--- src/rtl/sine_lut_arbiter.sv ---
// Round-robin arbiter that shares one combinational sine LUT among NUM_REQ
// requesters. One lookup is in flight at a time: IDLE grants and registers the
// clamped LUT address, LOOKUP captures the LUT output, RESP presents the result
// until the consumer takes it.
//
// Handshakes: a transfer happens on a rising clock edge where both valid and
// ready are high. Requesters hold req_valid/req_addr until they see their
// req_ready bit (dropping earlier simply means no grant). req_ready is
// combinational and at most one-hot, and only in IDLE. resp_valid stays high
// with stable resp_data/resp_id/resp_clamped until resp_ready is seen at an edge.
module sine_lut_arbiter #(
   parameter int NUM_REQ  = 4,
   parameter int ADDR_W   = 32,
   parameter int DATA_W   = 32,
   parameter int ADDR_MIN = -1500,
   parameter int ADDR_MAX = 1500,
   localparam int ID_W    = (NUM_REQ > 1) ? $clog2(NUM_REQ) : 1
) (
   input  logic                      clk,
   input  logic                      rst,
   input  logic [NUM_REQ-1:0]        req_valid,
   input  logic [NUM_REQ*ADDR_W-1:0] req_addr,
   output logic [NUM_REQ-1:0]        req_ready,
   output logic [ADDR_W-1:0]         lut_address,
   input  logic [DATA_W-1:0]         lut_data,
   output logic                      resp_valid,
   input  logic                      resp_ready,
   output logic [ID_W-1:0]           resp_id,
   output logic [DATA_W-1:0]         resp_data,
   output logic                      resp_clamped,
   output logic                      busy,
   output logic [1:0]                dbg_state
);

   typedef enum logic [1:0] {
      S_IDLE   = 2'd0,
      S_LOOKUP = 2'd1,
      S_RESP   = 2'd2
   } state_t;

   localparam logic signed [ADDR_W-1:0] MIN_A = ADDR_W'(ADDR_MIN);
   localparam logic signed [ADDR_W-1:0] MAX_A = ADDR_W'(ADDR_MAX);
   localparam logic [ID_W-1:0]          LAST_ID = ID_W'(NUM_REQ - 1);

   state_t                     state_q, state_d;
   logic [ID_W-1:0]            rr_ptr_q, rr_ptr_d;
   logic [ADDR_W-1:0]          lut_address_q, lut_address_d;
   logic [DATA_W-1:0]          resp_data_q, resp_data_d;
   logic [ID_W-1:0]            resp_id_q, resp_id_d;
   logic                       resp_clamped_q, resp_clamped_d;

   logic                       grant_found;
   logic [ID_W-1:0]            grant_idx;
   logic signed [ADDR_W-1:0]   sel_addr;
   logic signed [ADDR_W-1:0]   clamp_addr;
   logic                       out_of_range;

   // Index of the requester 'off' positions after 'base', wrapping at NUM_REQ.
   function automatic logic [ID_W-1:0] wrap_add(input logic [ID_W-1:0] base, input int off);
      int s;
      s = int'(base) + off;
      if (s >= NUM_REQ) begin
         s = s - NUM_REQ;
      end
      return ID_W'(s);
   endfunction

   // Round-robin search: first valid requester starting at rr_ptr.
   always_comb begin
      grant_found = 1'b0;
      grant_idx   = '0;
      for (int k = 0; k < NUM_REQ; k++) begin
         if (!grant_found && req_valid[wrap_add(rr_ptr_q, k)]) begin
            grant_found = 1'b1;
            grant_idx   = wrap_add(rr_ptr_q, k);
         end
      end
   end

   // Select the granted address and clamp it (signed) into the legal LUT range.
   always_comb begin
      sel_addr     = req_addr[int'(grant_idx) * ADDR_W +: ADDR_W];
      clamp_addr   = sel_addr;
      out_of_range = 1'b0;
      if (sel_addr < MIN_A) begin
         clamp_addr   = MIN_A;
         out_of_range = 1'b1;
      end else if (sel_addr > MAX_A) begin
         clamp_addr   = MAX_A;
         out_of_range = 1'b1;
      end
   end

   // Next-state, register updates and the grant strobe.
   always_comb begin
      state_d        = state_q;
      rr_ptr_d       = rr_ptr_q;
      lut_address_d  = lut_address_q;
      resp_data_d    = resp_data_q;
      resp_id_d      = resp_id_q;
      resp_clamped_d = resp_clamped_q;
      req_ready      = '0;
      case (state_q)
         S_IDLE: begin
            if (grant_found) begin
               req_ready      = NUM_REQ'(1) << grant_idx;
               lut_address_d  = clamp_addr;
               resp_id_d      = grant_idx;
               resp_clamped_d = out_of_range;
               rr_ptr_d       = (grant_idx == LAST_ID) ? '0 : grant_idx + 1'b1;
               state_d        = S_LOOKUP;
            end
         end
         S_LOOKUP: begin
            resp_data_d = lut_data;
            state_d     = S_RESP;
         end
         S_RESP: begin
            if (resp_ready) begin
               state_d = S_IDLE;
            end
         end
         default: begin
            state_d = S_IDLE;
         end
      endcase
      // A grant shown during reset would never be taken, so hide it.
      if (rst) begin
         req_ready = '0;
      end
   end

   // State and datapath registers with synchronous reset.
   always_ff @(posedge clk) begin
      if (rst) begin
         state_q        <= S_IDLE;
         rr_ptr_q       <= '0;
         lut_address_q  <= '0;
         resp_data_q    <= '0;
         resp_id_q      <= '0;
         resp_clamped_q <= 1'b0;
      end else begin
         state_q        <= state_d;
         rr_ptr_q       <= rr_ptr_d;
         lut_address_q  <= lut_address_d;
         resp_data_q    <= resp_data_d;
         resp_id_q      <= resp_id_d;
         resp_clamped_q <= resp_clamped_d;
      end
   end

   assign lut_address  = lut_address_q;
   assign resp_valid   = (state_q == S_RESP);
   assign resp_id      = resp_id_q;
   assign resp_data    = resp_data_q;
   assign resp_clamped = resp_clamped_q;
   assign busy         = (state_q != S_IDLE);
   assign dbg_state    = state_q;

endmodule

--- config.mk ---
export PLATFORM = sky130hd
export DESIGN_NAME = sine_lut_arbiter
export DESIGN_NICKNAME = d
export VERILOG_FILES = /design/src/rtl/sine_lut_arbiter.sv
export SDC_FILE = /design/constraint.sdc
export NUM_CORES = 1
export LEC_CHECK = 0
export CAP_MARGIN = 20
export CORE_UTILIZATION = 42
export CTS_CLUSTER_DIAMETER = 40
export DETAILED_ROUTE_END_ITERATION = 10
export PLACE_DENSITY = 0.87
export SYNTH_ARGS = -nofsm -noshare
export SYNTH_HDL_FRONTEND = slang
export SYNTH_SLANG_ARGS = --single-unit
--- constraint.sdc ---
create_clock -name clk -period 7.6 [get_ports clk]
set_input_delay 1.9 -clock clk [delete_from_list [all_inputs] [get_ports clk]]
set_output_delay 1.9 -clock clk [all_outputs]
set_load 0.005 [all_outputs]
==> impl_metrics.ini <==
[sta]
timing_hold_violations_final = 0
fmax_ghz = 0.1538
setup_violations = 0
final_max_slew_viol_count = 0
timing.setup.tns_ns = 0
worst_slew_pin_slew_ns = 0.7405
final.setup_skew_ns = 0.01208
rsz_0062_raised_after_global_routing = false
layout_worst_path_cycle_share_pct = 85.58
timing.slew.headroom_pct = 50.56
final_period_minus_worst_setup_slack_ns = 6.504

[cells_and_area]
final_core_utilization_pct = 69.79
final_common_cell = clkdlybuf4s50_1
n_antenna_cell = 0
post_route_cells_drive_above_1_share_pct = 7.526
area_growth_syn_to_layout_pct = 60.05
filler_cell_count = 778
layout_common_cells = 240 x clkdlybuf4s50_1, 171 x nand2_1, 88 x a21oi_1
num-nets-final = 950

[critical_path]
worstReg2RegStart = rr_ptr_q[0]
worstSetupStartpointType = input pin
type_of_element_capturing_the_critical_path = primary output
crit_path_cell_trace = clkdlybuf4s50_1, nor2b_1, nor2_1, o32ai_4, buf_4, inv_2, ha_1, and2_1, clkdlybuf4s50_1
worstSetupPathType = in -> out
cpMostUsedCell = clkdlybuf4s50_1
worstPathRequired_ns = 5.70
worst-endpoint-arrival_ns = 4.60
critical_path.top_delay_family = buffers and inverters
setup.worst_path.start = req_valid[0]
cpMaxStageDelayCell = inv_2
critical_path.max_fanout = 42
buffering_stage_count_on_the_worst_path_with_inverters_included = 4
timing.critical_path.slowest_cell_delay_ns = 0.58

[clocking]
ctsRootBufferMaster = clkbuf_8
number_of_buffers_created_by_cts = 9
cts_hold_buf = 0
clock_tree.htree_level_count = 3
clk_path_buf_depth = 2
cts.repair_timing.setup_buffer_count = 0
cts.reportedPaths.clkPinSlew_ns = 0.08
cts_tree = built
clock_insertion_delay_worst_skew_ns = 0.33
ctsResizeCount = 0
cts_sinks = 71

[drt]
avgRoutedWirePerCell_um = 15.90
drt-pass1-iter-count = 4
route.final.wire_length_um = 14580
met1_length_um = 5853
vias = 4825
met2_wirelength_um = 6943
ant_nets = 0
remaining_drc_errors = 0
top_layer_used_by_detailed_routing = met4
route.met3.wl_um = 1248
dr.first_iter.drc_count = 210
via_per_inst = 5.262

[floorplan]
start_util_pct = 43.60
die_area_um2 = 10600
die-width_um = 103.0
boundaryPins = 242
chipHeight_um = 103.0
core_area_um2 = 9819
rows = 36

[power]
worst_ir_drop_vdd_mv = 0.1228
pwr_density_cell_nw_per_um2 = 225.8
total_power_mw = 1.547
cellLeakagePower_nw = 2.651

[placed_design]
gp_congestion = 0.9180
dp_hpwl_um = 10900
place.port_buffers = 241

[yosys]
synth.ff_latch_count = 71
mappedNetlistNets = 738
most_used_flip_flop_cell_after_synthesis = dfxtp_1
async_reset_ff_share_pct = 0
synth_cell_types = 54
yosysSeqAreaShare_pct = 33.20
synth.cell_area_um2 = 4282
synth_warnings = 0
syn-instance-count = 567
postSynthAreaPerCell_um2 = 7.551
synth_edf_count = 0

[global_routing]
globalRouteTotalUtil_pct = 26.79
grt_overflow_total = 0
grt_pass1_wl_um = 22280
maximum_number_of_pins_on_one_net_before_global_route_repair = 67
grt_pass1_vias = 4630
antenna_found_initial = 0

[min_path]
min_path_type = reg -> reg
timing.hold.worst.start = resp_data[31]

[status]
run_status = complete, no violations

[run]
max_capacitance_violation_count = 0
-- routing by layer --
layer | global-route usage, % | vias to the layer above
li1 | - | 2389
met1 | 30.29 | 2183
met2 | 46.77 | 210
met3 | 7.525 | 43
met4 | 12.24 | 0
met5 | 0 | -
-- cells by family (layout without fill, tap and decap cells) --
group	count (synthesis)	count (layout)	synth area share, %
adders and majority gates	4	4	1.169
and+or+nand+nor	264	264	26.13
AOI/OAI and AO/OA	164	164	29.14
DFF	71	71	33.20
muxes	12	12	2.864
buffers and inverters	52	269	7.510
-- cell type report --
class	count	area, µm²	share of cell area (%)
Clock inverter	4	53.80	0.7851
Multi-Input combinational cell	444	2541	37.08
Timing Repair Buffer	249	2507	36.59
Tap cell	133	166.4	2.428
Inverter	4	17.52	0.2556
Sequential cell	71	1421	20.74
Clock buffer	12	145.1	2.118
-- flip-flops by register name, summed over array words and instances (netlist names) --
signal,cells
resp_id,2
dbg_state,2
rr_ptr_q,2
resp_data,32
lut_address,32
resp_clamped,1
-- where the power goes --
group / total [mW] / internal [mW] / switching (mW)
Clock: 0.303 / 0.162 / 0.141
Combinational: 0.764 / 0.383 / 0.381
Sequential: 0.480 / 0.440 / 0.0404
-- cell usage after synthesis, drive strengths merged (4+ instances only) --
library cell / n / area [µm²]
nand2: 172 / 648.1
a21oi: 89 / 449.2
dfxtp: 71 / 1421
nor2: 54 / 202.7
buf: 28 / 229.0
o2bb2ai: 21 / 315.3
clkbuf: 20 / 75.07
a22o: 15 / 140.1
a22oi: 10 / 75.07
mux2i: 10 / 100.1
a2bb2oi: 6 / 52.55
and2: 6 / 37.54
nand2b: 5 / 31.28
nor2b: 5 / 31.28
nor4: 5 / 46.29
ha: 4 / 50.05
inv: 4 / 17.52
o21ai: 4 / 23.77
-- worst register-to-register path: cells and delay by family, from the launching register on --
kind | cells | cell delay (ns)
and+or+nand+nor | 5 | 1.37
AOI/OAI and AO/OA | 5 | 0.85
buffers and inverters | 3 | 1.15
DFF | 1 | 0.38
-- path summary, 6_finish.rpt --
check	to	slack, ns	depth (start not counted)
hold / removal	resp_data[31]	0.46	2
setup / recovery	req_ready[3]	1.10	9
setup reg to reg	lut_address[18]	3.76	13
hold reg to reg	resp_data[31]	0.46	2
-- metrics by stage --
stage	setup WS [ns]	hold slack [ns]	instance area (µm²)	cells
2_1_floorplan	2.455	0.4421	4282	567
3_3_place_gp	1.226	0.4382	6599	899
3_5_place_dp	1.165	0.4465	6599	899
4_1_cts	1.154	0.4579	6798	915
5_1_grt	0.9426	0.4711	6853	917
6_report	1.096	0.4583	6853	917
No activity file was read; power rests on OpenSTA's default activity.
